===== src/rtl/mux_4_1_if.sv =====
// mux_4_1_if: data/select inputs and mux/change-detect outputs of mux_4_1
interface mux_4_1_if #(parameter int WIDTH = 1);
  logic [WIDTH-1:0] i0, i1, i2, i3, out;
  logic s0, s1, sel_chg;
  logic [7:0] chg_cnt;
  modport master(output i0, i1, i2, i3, s0, s1, input out, sel_chg, chg_cnt);
  modport slave(input i0, i1, i2, i3, s0, s1, output out, sel_chg, chg_cnt);
endinterface


===== src/rtl/mux_4_1.sv =====
// mux_4_1: 4:1 mux tree of 2:1 stages with select-change counter; MUX_4_1_OUTREG_EN registers out
module mux_4_1_mux2 #(parameter int WIDTH = 1) (
  input  logic             i_sel,
  input  logic [WIDTH-1:0] i_a,
  input  logic [WIDTH-1:0] i_b,
  output logic [WIDTH-1:0] o_y
);
  assign o_y = i_sel ? i_b : i_a;
endmodule

module mux_4_1 #(parameter int WIDTH = 1) (
  input logic clk,
  input logic rst,
  mux_4_1_if.slave bus
);
  logic [WIDTH-1:0] w_m0, w_m1, w_y;
  logic [1:0] w_sel, r_sel_q;
  logic w_chg, r_sel_chg;
  logic [7:0] r_chg_cnt;
  mux_4_1_mux2 #(.WIDTH(WIDTH)) u_m0 (.i_sel(bus.s0), .i_a(bus.i0), .i_b(bus.i1), .o_y(w_m0));
  mux_4_1_mux2 #(.WIDTH(WIDTH)) u_m1 (.i_sel(bus.s0), .i_a(bus.i2), .i_b(bus.i3), .o_y(w_m1));
  mux_4_1_mux2 #(.WIDTH(WIDTH)) u_m2 (.i_sel(bus.s1), .i_a(w_m0), .i_b(w_m1), .o_y(w_y));
  assign w_sel = {bus.s1, bus.s0};
  assign w_chg = w_sel != r_sel_q;
  always_ff @(posedge clk)
    if (rst) begin
      r_sel_q   <= 2'b00;
      r_sel_chg <= 1'b0;
      r_chg_cnt <= 8'd0;
    end else begin
      r_sel_q   <= w_sel;
      r_sel_chg <= w_chg;
      r_chg_cnt <= (w_chg && r_chg_cnt != 8'hff) ? r_chg_cnt + 8'd1 : r_chg_cnt;
    end
  assign bus.sel_chg = r_sel_chg;
  assign bus.chg_cnt = r_chg_cnt;
`ifdef MUX_4_1_OUTREG_EN
  logic [WIDTH-1:0] r_out;
  always_ff @(posedge clk)
    r_out <= rst ? '0 : w_y;
  assign bus.out = r_out;
`else
  assign bus.out = w_y;
`endif
endmodule


===== src/flat_wrapper.sv =====
// flat-port wrapper written by rule: the top's interface ports become plain ports
module mux_4_1_flat 
#(parameter int WIDTH = 1)
  (clk, rst, bus_i0, bus_i1, bus_i2, bus_i3, bus_s0, bus_s1, bus_out, bus_sel_chg, bus_chg_cnt);
  mux_4_1_if #(.WIDTH(WIDTH)) bus_i ();
  input logic clk;
  input logic rst;
  input wire logic [$bits(bus_i.i0)-1:0] bus_i0;
  input wire logic [$bits(bus_i.i1)-1:0] bus_i1;
  input wire logic [$bits(bus_i.i2)-1:0] bus_i2;
  input wire logic [$bits(bus_i.i3)-1:0] bus_i3;
  input wire logic [$bits(bus_i.s0)-1:0] bus_s0;
  input wire logic [$bits(bus_i.s1)-1:0] bus_s1;
  output wire logic [$bits(bus_i.out)-1:0] bus_out;
  output wire logic [$bits(bus_i.sel_chg)-1:0] bus_sel_chg;
  output wire logic [$bits(bus_i.chg_cnt)-1:0] bus_chg_cnt;
  assign bus_i.i0 = bus_i0;
  assign bus_i.i1 = bus_i1;
  assign bus_i.i2 = bus_i2;
  assign bus_i.i3 = bus_i3;
  assign bus_i.s0 = bus_s0;
  assign bus_i.s1 = bus_s1;
  assign bus_out = bus_i.out;
  assign bus_sel_chg = bus_i.sel_chg;
  assign bus_chg_cnt = bus_i.chg_cnt;
  mux_4_1 #(.WIDTH(WIDTH)) u_core (.clk(clk), .rst(rst), .bus(bus_i));
endmodule

===== config.mk =====
export PLATFORM = sky130hd
export DESIGN_NAME = mux_4_1_flat
export DESIGN_NICKNAME = d
export VERILOG_FILES = /design/src/rtl/mux_4_1_if.sv /design/src/rtl/mux_4_1.sv /design/src/flat_wrapper.sv
export SDC_FILE = /design/constraint.sdc
export NUM_CORES = 1
export LEC_CHECK = 0
export CORE_AREA = 3 3 40 42
export CTS_CLUSTER_SIZE = 25
export DETAILED_ROUTE_END_ITERATION = 16
export DIE_AREA = 0 0 43 45
export PLACE_DENSITY = 0.81
export SLEW_MARGIN = 10
export SYNTH_ARGS = -nofsm -noshare
export SYNTH_HDL_FRONTEND = slang
export SYNTH_SLANG_ARGS = --single-unit

===== constraint.sdc =====
create_clock -name clk -period 1.8 [get_ports clk]
set_input_delay 0.36 -clock clk [delete_from_list [all_inputs] [get_ports clk]]
set_output_delay 0.36 -clock clk [all_outputs]
set_load 0.005 [all_outputs]

==> results.json <==
{
  "status": "completed",
  "place_congestion": 0.769,
  "hold_start": "u_core.bus.chg_cnt[4]$_SDFFE_PP0P_",
  "grt_pass1_wl_um": 1780,
  "die_area_um2": 1940,
  "end_kind": "output pin",
  "finClkSkew_ns": 0.00592,
  "io_pins": 18,
  "total_power_uw": 542,
  "cts.htree.levels": 1,
  "num_vias": 493,
  "worst_slack_ns": 0.0921,
  "antenna_cells": 0,
  "p_leak_uw": 0.000307,
  "drtIter0Drc": 11,
  "drtPass1Iterations": 4,
  "avgSynthCellArea_um2": 10.0,
  "rows": 13,
  "fp.coreArea_um2": 1280,
  "die_w_um": 43,
  "grt_max_degree": 12,
  "synthTopCellsByCount": "dfxtp_1, nor2_1, o21ai_0, mux2i_1, nand3_1",
  "grt_pass1_vias": 414,
  "io_buffer_count": 17,
  "die_y_um": 45,
  "critPathArrivalTime_ns": 1.35,
  "final_nets": 88,
  "synthCells": 53,
  "cp.required_ns": 1.44,
  "dpl_cell_area_um2": 753,
  "synth_edf_count": 0,
  "synthTopCellsByArea": "dfxtp_1, xor2_2, mux2i_1",
  "fill_cells": 120,
  "antenna_found_initial": 0,
  "path_max_fanout": 1,
  "worst_slew_pin_slew_ns": 0.402,
  "mappedNetlistArea_um2": 531,
  "utilization_pct": 59.9,
  "maxSlewViolCount": 0,
  "drive_gt1_share_pct": 17.9,
  "tritoncts": "built",
  "numClockSinks": 11,
  "ant_nets": 0,
  "cp-start-kind": "input port",
  "setup_viol": 0,
  "yosys_most_used_dff": "dfxtp_1",
  "finalCriticalPeriod_ns": 1.71,
  "critical_path_class": "in -> out",
  "cp-startpoint": "bus_i3",
  "cts_made_buffers": 3,
  "area_delta_synth_final_pct": 45.0,
  "cts_hold_repair.buffers": 0,
  "hold_viol": 0,
  "synth_fp_nets": 62,
  "netlist.top_cell.by_area": "dfxtp_1",
  "ys_seq_area_share_pct": 41.5,
  "fin_area_um2": 769,
  "dpl_worst_slack_ns": -0.411,
  "synth_top_area_share_pct": 41.5,
  "fin_crit_sh_pct": 94.9,
  "fmax_mhz": 586,
  "yosysMostFrequentCell": "dfxtp_1",
  "start_util_pct": 41.3,
  "wl_per_cell_um": 11.9,
  "async_reset_ff_share_pct": 0,
  "cts.reportedPaths.clkPinSlew_ns": 0.06,
  "ir_drop_mv": 0.634,
  "cts-root-buf": "clkbuf_4",
  "rsz0062_at_grt": "false",
  "gr-usage-all-layers_pct": 12.0,
  "gr-total-overflow": 0,
  "vias_per_cell": 5.30,
  "synth-seq-cells": 11,
  "drt-total-wl_um": 1110,
  "hpwl_um": 835,
  "power_density_nw_per_um2": 704,
  "clock_latency_ns": 0.26,
  "ys_types": 23,
  "maxSlewHeadroom_pct": 73.1,
  "drc": 0,
  "hp-class": "reg -> reg",
  "ys_warn_count": 0,
  "maxCapViolCount": 0,
  "r2r-start": "u_core.bus.chg_cnt[0]$_SDFFE_PP0P_",
  "cts_buffer_depth": 2
}
==> stage by stage <==
| step | setup TNS, ns | std cells | hold slack [ns] |
|---|---|---|---|
| detailed placement | -0.827 | 89 | 0.555 |
| global placement | -0.780 | 89 | 0.545 |
| finish | 0 | 93 | 0.564 |
| CTS | 0 | 93 | 0.568 |
| floorplan | 0 | 53 | 0.432 |
| global route | 0 | 93 | 0.592 |
==> critical path, stage by stage <==
cell             delay (ns)
clkdlybuf4s50_1        0.40
mux4_2                 0.45
buf_2                  0.14
==> per-layer routing <==
layer / track usage, % / part of all wire [%]
met1: 13.2 / 41
met2: 22.2 / 50
met3: 4.78 / 6.6
met4: 1.81 / 1.7
met5: 0 / 0
==> cells in the final DEF, fill, tap and decap left out, drive strengths merged, types with 2 or more instances in the layout <==
cell | netlist | final
a21oi | 2 | 2
and3 | 2 | 2
buf | 0 | 6
clkbuf | 1 | 4
clkdlybuf4s50 | 0 | 15
dfxtp | 11 | 11
mux2i | 3 | 3
nand3 | 3 | 3
nor2 | 7 | 7
nor2b | 2 | 2
o2111ai | 2 | 2
o21ai | 4 | 4
or3 | 2 | 2
xor2 | 4 | 4
==> sequential cells by signal, summed over array words and instances (netlist names) <==
| register | count |
|---|---|
| u_core.bus.sel_chg | 1 |
| u_core.r_sel_q | 2 |
| u_core.bus.chg_cnt | 8 |
==> layout make-up <==
class | count | area [µm²] | share of cell area [%]
Clock buffer | 4 | 26.3 | 3.41
Inverter | 1 | 3.75 | 0.488
Multi-Input combinational cell | 40 | 299 | 38.9
Sequential cell | 11 | 220 | 28.6
Tap cell | 15 | 18.8 | 2.44
Timing Repair Buffer | 22 | 201 | 26.2
==> path summary, 6_finish.rpt <==
kind                                                           end  depth (start not counted)  slack, ns
worst max-delay path                                       bus_out                          3       0.09
worst max register to register  u_core.bus.chg_cnt[1]$_SDFFE_PP0P_                          6       0.28
worst min register to register  u_core.bus.chg_cnt[4]$_SDFFE_PP0P_                          2       0.56
worst min-delay path            u_core.bus.chg_cnt[4]$_SDFFE_PP0P_                          2       0.56
==> what timing repair did <==
action | in CTS | in global routing
endpoints found under the setup margin | 1 | 1
buffers inserted | 0 | 0
resized for setup | 5 | 1
hold endpoints to repair | 0 | 0
==> power by group <==
group / leakage (µW) / switching [µW] / total (µW) / internal [µW]
Sequential: 0.0000900 / 15.1 / 273 / 258
Combinational: 0.000202 / 41.5 / 109 / 67.2
Clock: 0.0000150 / 74.4 / 160 / 85.6
==> logic make-up after synthesis <==
group                    after synthesis  synth area share (%)
AND/OR/NAND/NOR                       20                  20.0
AO/OA/AOI/OAI                         11                  14.6
flip-flops                            11                  41.5
XOR/XNOR                               4                  9.43
multiplexers                           4                  10.6
buffers and inverters                  2                  1.41
adder cells (fa/ha/maj)                1                  2.36
Power figures use the tool's default switching activity.
